$ cat config.mk
export PLATFORM = sky130hd
export DESIGN_NAME = mux_seq_serializer
export DESIGN_NICKNAME = d
export VERILOG_FILES = /design/src/rtl/mux_seq_serializer_pkg.sv /design/src/rtl/mux_lane_sel.sv /design/src/rtl/mux_seq_serializer.sv
export SDC_FILE = /design/constraint.sdc
export NUM_CORES = 1
export LEC_CHECK = 0
export CAP_MARGIN = 20
export CORE_AREA = 2 2 39 41
export DETAILED_ROUTE_END_ITERATION = 8
export DIE_AREA = 0 0 41 43
export DONT_BUFFER_PORTS = 1
export GPL_TIMING_DRIVEN = 0
export SLEW_MARGIN = 30
export SYNTH_ARGS = -nofsm -noshare
export SYNTH_HDL_FRONTEND = slang
export SYNTH_SLANG_ARGS = --single-unit
$ cat constraint.sdc
create_clock -name clk -period 1.19 [get_ports clk]
set_input_delay 0.238 -clock clk [delete_from_list [all_inputs] [get_ports clk]]
set_output_delay 0.238 -clock clk [all_outputs]
set_load 0.1 [all_outputs]
$ cat src/rtl/mux_seq_serializer_pkg.sv
// mux_seq_serializer_pkg: shared FSM encoding and lane geometry
// for the serializer that sequences a 4:1 lane mux.
package mux_seq_serializer_pkg;

  localparam int NLANES = 4;
  localparam int SEL_W  = 2;

  typedef enum logic [1:0] {
    ST_IDLE  = 2'd0,
    ST_SHIFT = 2'd1,
    ST_PAR   = 2'd2
  } state_t;

endpackage

$ cat src/rtl/mux_lane_sel.sv
// mux_lane_sel: DW-wide 4:1 combinational lane selector.
// Ports: mux_din (4 lanes), mux_sel (lane index), ser_data (lane out).
module mux_lane_sel
  import mux_seq_serializer_pkg::*;
#(
  parameter int DW = 1
) (
  input  logic [NLANES*DW-1:0] mux_din,
  input  logic [SEL_W-1:0]     mux_sel,
  output logic [DW-1:0]        ser_data
);

  always_comb begin
    ser_data = '0;
    unique case (mux_sel)
      2'd0: ser_data = mux_din[0*DW +: DW];
      2'd1: ser_data = mux_din[1*DW +: DW];
      2'd2: ser_data = mux_din[2*DW +: DW];
      2'd3: ser_data = mux_din[3*DW +: DW];
      default: ser_data = '0;
    endcase
  end

endmodule

$ cat src/rtl/mux_seq_serializer.sv
// mux_seq_serializer: loads a 4-lane word (in_valid/in_ready), steps the
// mux select one lane per accepted beat and streams lanes on ser_*.
// Ports: clk, rst_n (async low), in_valid/in_ready/load_word,
//   mux_din/mux_sel (to mux), ser_valid/ser_ready/ser_data/ser_last, busy.
// Option: define SER_PARITY_EN to append a lane-XOR parity beat.
module mux_seq_serializer
  import mux_seq_serializer_pkg::*;
#(
  parameter int DW        = 1,
  parameter bit MSB_FIRST = 1'b0
) (
  input  logic                 clk,
  input  logic                 rst_n,
  input  logic                 in_valid,
  output logic                 in_ready,
  input  logic [NLANES*DW-1:0] load_word,
  output logic [NLANES*DW-1:0] mux_din,
  output logic [SEL_W-1:0]     mux_sel,
  output logic                 ser_valid,
  input  logic                 ser_ready,
  output logic [DW-1:0]        ser_data,
  output logic                 ser_last,
  output logic                 busy
);

  localparam logic [SEL_W-1:0] FIRST_SEL =
    MSB_FIRST ? SEL_W'(NLANES - 1) : '0;

  state_t     state;
  state_t     state_nxt;
  logic [1:0] cnt;
  logic       load;
  logic       beat;
  logic       data_beat;
  logic [DW-1:0] lane_data;

  assign load      = in_valid && in_ready;
  assign beat      = ser_valid && ser_ready;
  assign data_beat = beat && (state == ST_SHIFT);

  always_ff @(posedge clk or negedge rst_n) begin
    if (!rst_n) state <= ST_IDLE;
    else        state <= state_nxt;
  end

  always_comb begin
    state_nxt = state;
    in_ready  = 1'b0;
    ser_valid = 1'b0;
    ser_last  = 1'b0;
    busy      = 1'b0;
    unique case (state)
      ST_IDLE: begin
        in_ready = 1'b1;
        if (in_valid) state_nxt = ST_SHIFT;
      end
      ST_SHIFT: begin
        ser_valid = 1'b1;
        busy      = 1'b1;
`ifndef SER_PARITY_EN
        ser_last  = (cnt == 2'd3);
`endif
        if (ser_ready && cnt == 2'd3) begin
`ifdef SER_PARITY_EN
          state_nxt = ST_PAR;
`else
          state_nxt = ST_IDLE;
`endif
        end
      end
`ifdef SER_PARITY_EN
      ST_PAR: begin
        ser_valid = 1'b1;
        ser_last  = 1'b1;
        busy      = 1'b1;
        if (ser_ready) state_nxt = ST_IDLE;
      end
`endif
      default: state_nxt = ST_IDLE;
    endcase
  end

  // The counter ends the word; mux_sel simply wraps modulo 4 and is
  // back on the first lane once all four lanes have gone out.
  always_ff @(posedge clk or negedge rst_n) begin
    if (!rst_n) begin
      mux_din <= '0;
      mux_sel <= FIRST_SEL;
      cnt     <= 2'd0;
    end else if (load) begin
      mux_din <= load_word;
      mux_sel <= FIRST_SEL;
      cnt     <= 2'd0;
    end else if (data_beat) begin
      mux_sel <= MSB_FIRST ? mux_sel - 2'd1 : mux_sel + 2'd1;
      cnt     <= cnt + 2'd1;
    end
  end

  mux_lane_sel #(
    .DW (DW)
  ) u_lane_sel (
    .mux_din  (mux_din),
    .mux_sel  (mux_sel),
    .ser_data (lane_data)
  );

`ifdef SER_PARITY_EN
  logic [DW-1:0] parity;

  always_comb begin
    parity = '0;
    for (int k = 0; k < NLANES; k++) begin
      parity = parity ^ mux_din[k*DW +: DW];
    end
  end

  assign ser_data = (state == ST_PAR) ? parity : lane_data;
`else
  assign ser_data = lane_data;
`endif

endmodule

======== Yosys cells after proc, flatten, opt, wreduce, memory -nomap -nowiden ========
Cells that the tools add are included.
operators by class
  multiplexer cells ....................... 11
  bitwise logic cells ..................... 0
  add/subtract/negate cells ............... 2
  $lt $le $gt $ge ......................... 0
  equality and inequality tests ........... 7
  multipliers ............................. 0
  divide/modulo/power cells ............... 0
  shift operators ......................... 0
  reduce and logical (&&, ||, !) cells .... 8
operators with widths
  kind                                            count
  2-to-1 mux 2 bit                                6
  == test 2 bit (second input constant)           3
  adder 2 x 1 -> 2 bit (second input constant)    2
  == test 2 x 1 -> 1 bit (second input constant)  2
  logical AND 1 bit                               4
  zero test 2 bit                                 2
  one-hot mux 1 bit (4 select lines)              1
  one-hot mux 2 bit (2 select lines)              1
  2-to-1 mux 1 bit                                3
  != test 2 x 1 -> 1 bit (second input constant)  1
  != test 2 bit (second input constant)           1
  AND reduction 2 bit                             1
  nonzero test 2 bit                              1
word-level totals
  flip-flop bits (word level) ............. 10
  word-level logic and storage cells ...... 32
  bits in writable memories ............... 0
  memories ................................ 0
  latch bits .............................. 0
  memory bits (read-only) ................. 0
  output and inout bits ................... 11

======== Longest topological paths before layout ========
  word-level depth ........................ 6
  mapped depth ............................ 4
  depth with buffers taken out ............ 4

======== Hierarchy ========
From an unflattened synthesis, not the netlist that was laid out.
second synthesis, totals
  cell total of the unflattened synthesis .. 33
  area total of the unflattened synthesis .. 465.4 um^2
by module, submodules not included
  module              area an instance (um^2)  times used  sequential area each (um^2)  cells an instance
  mux_seq_serializer  442.9                    1           225.2                        32
  mux_lane_sel        22.5                     1           0.0                          1

======== Worst setup path before layout ========
No wires, ideal clock.
  path type ............................... flip-flop to output port
  start ................................... register mux_sel[0]
  end ..................................... output ser_data
  slack ................................... -1.925 ns
  stages on the path, launching flop included .. 4
  data required time ...................... 0.952 ns
  data arrival time ....................... 2.877 ns
  path buffers ............................ 0
  path through ............................ dfrtp_1 inv_1 ha_1 mux2i_1
on the way
  longest elaborated chain between the ends .. 2
  elaborated cells between the ends (all ways) .. 5
  classes of those cells .................. eq/ne (3); mux (1); reduce/logical (1)
ends and longest elaborated chain
  item                                   line                      RTL
  start: declaration                     mux_seq_serializer.sv:18  output logic [SEL_W-1:0] mux_sel,
  start signal: assignment               mux_seq_serializer.sv:95  mux_sel <= MSB_FIRST ? mux_sel - 2'd1 : mux_sel + 2'd1;
  == test 2 bit (tied with other cells)  mux_lane_sel.sv:15        unique case (mux_sel)
  one-hot mux 1 bit (4 select lines) *   mux_lane_sel.sv:15
  end: declaration                       mux_seq_serializer.sv:21  output logic [DW-1:0] ser_data,
Every way passes the cells marked *; elsewhere a longest branch is shown, timed or not.

======== Worst setup path in the final report ========
Same ends and word-level chain as after synthesis.

==> results.yml <==
yosys:
  synthDistinctLibCells: 15
  seq_area_frac_synth_pct: 47.2
  avgSynthCellArea_um2: 12.5
  syn_area_um2: 477
  ys_warn_count: 0
  syn_inst: 38
  syn_nets: 51
  ys_ff_latch: 9
layout:
  fillCellCount: 129
  area_growth_pct: 37.5
  num_antenna_cells: 0
  drive_gt1_share_pct: 65.1
  finalNonFillerCells: 59
  final_common_cell: "dfrtp_4"
  finalNetCount: 57
  final_cell_mix: "7 x dfrtp_4, 4 x mux2_4, 3 x clkbuf_4"
status:
  violations: "negative setup slack"
  status: "finished, violations left"
detailed_routing:
  totalWireLength_um: 1010
  post-route-drc-count: 0
  wl_per_cell_um: 17.0
  vias: 303
  vias_per_cell: 5.14
  drt_iter0_drc: 4
  ant_nets: 0
  firstDrtPassIters: 5
critical_path:
  critPathCaptureType: "output port"
  worstSetupPathType: "register to output port"
  start_kind: "register"
  required_ns: 0.95
  timing.rr.end: "mux_sel[1]"
  cp.arrival_ns: 1.94
  reg2reg_depth: 2
  r2r_start: "state[0]"
  rrSetupSlack_ns: -0.48
  path_max_fanout: 6
  worstSetupEndpoint: "ser_data"
  cp-startpoint: "mux_sel[0]"
clock_network:
  post-cts-setup-buffers: 0
  clkSinkCount: 9
  clock-root-buffer: "clkbuf_4"
  clkTransAtPathRegs_ns: 0.07
  insertion_delay_ns: 0.26
  htreeDepth: 1
  cts_tree: "done"
  clockBufferDepth: 2
  numCtsBuffers: 3
sta:
  fin_ws_ns: -0.990
  max_clock_freq_mhz: 459
  hold_viol: 0
  clock_skew_ns: 0.00918
  max_slew.worst_pin.slew_ns: 0.804
  report.final.slew_viol_count: 0
  rsz0062_at_grt: "yes"
  maxSlewHeadroom_pct: 45.3
  layout_min_cycle_time_ns: 2.18
  setup_viol: 12
  min_period_over_period_pct: 183
  fin_hold_ws_ns: 0.126
global_route:
  grt_pass1_wl_um: 1420
  overflow: 0
  antenna_found_initial: 0
  track_usage_pct: 12.4
  grt_pass1_vias: 334
  grt_max_degree: 10
floorplanning:
  ios: 19
  die_h_um: 43
  die_w_um: 41
  coreArea_um2: 1380
  dieArea_um2: 1760
  placementRows: 14
  start_util_pct: 34.4
flow_run:
  cap_violations: 0
placement:
  place_hpwl_um: 735
  dp.cells: 54
  place.gp.congestion: 0.714
  numPortBuffers: 0
worst_hold_path:
  worstHoldPathType: "primary input to register"
==> worst max-delay path, stage by stage (launching register included) <==
cell and delay [ns]:
dfrtp_4 0.65, inv_4 0.13, ha_4 0.13, a222oi_1 0.11
mux2i_4 0.67
==> metrics by stage <==
step / setup WS, ns / setup TNS (ns) / cell area, um^2 / utilization (%)
after floorplan: -0.692 / -2.26 / 539 / -
after global placement: -0.730 / -2.85 / 559 / 40.4
after detailed placement: -0.748 / -3.09 / 559 / 40.4
after CTS: -1.02 / -4.26 / 626 / 45.2
after global routing: -1.05 / -4.63 / 656 / 47.4
final: -0.990 / -4.13 / 656 / 47.4
==> worst min-delay path by stage <==
stage / start / endpoint / cells past startpoint
6_report: load_word[2] / mux_din[2] / 1
5_1_grt: load_word[2] / mux_din[2] / 1
4_1_cts: load_word[2] / mux_din[2] / 1
3_5_place_dp: rst_n / mux_din[2] / 0
3_3_place_gp: rst_n / mux_din[0] / 0
2_1_floorplan: rst_n / cnt[0] / 0
==> Yosys cell counts <==
cell type | instances | area (um^2)
dfrtp_1 | 9 | 225
buf_2 | 1 | 5.00
xor2_1 | 2 | 17.5
buf_4 | 1 | 7.51
a222oi_1 | 1 | 10.0
and2_1 | 1 | 6.26
nor2b_2 | 1 | 8.76
a21oi_1 | 1 | 5.00
o2bb2ai_1 | 2 | 17.5
mux2i_1 | 3 | 30.0
mux2_2 | 4 | 45.0
a22o_1 | 2 | 17.5
nor2_1 | 1 | 3.75
inv_1 | 4 | 15.0
ha_1 | 5 | 62.6
==> registers in the layout, indices dropped and copies added (netlist names) <==
register	count
state	1
cnt	2
mux_sel	2
mux_din	4
==> layer usage <==
layer / up-vias / track usage, % / part of all wire [%]
met3: 0 / 5.76 / 8.2
li1: 143 / - / -
met2: 13 / 20.6 / 55
met5: - / 0 / 0
met1: 147 / 12.1 / 36
met4: 0 / 6.00 / 0
==> kinds of logic (layout without fill, tap and decap cells) <==
kind of cell,after synthesis,in the layout,share of synthesized area (%)
fa+ha+maj,5,5,13.1
buf+inv,6,11,5.77
mux,7,7,15.7
flops,9,9,47.2
simple gates,3,3,3.94
xor+xnor,2,2,3.68
compound gates,6,6,10.5
==> final cells by class <==
cell class	count	area [um^2]	share of cell area, %
well taps	16	20.0	3.05
inverters	4	23.8	3.63
multi-input cells	23	298	45.4
clock inverters	1	5.00	0.763
clock buffers	3	22.5	3.44
flip-flops and latches	9	251	38.4
repair buffers	1	10.0	1.53
plain buffers	2	25.0	3.82
==> repair_timing <==
action	CTS	global route
setup endpoints to repair	18	14
pin swaps	3	4
hold buffers	1	0
gates resized for setup	10	6
hold endpoints to repair	9	0
Power is left out: the tool's default activity adds up to more than one toggle a clock period on the data nets, which glitch-free logic cannot reach.
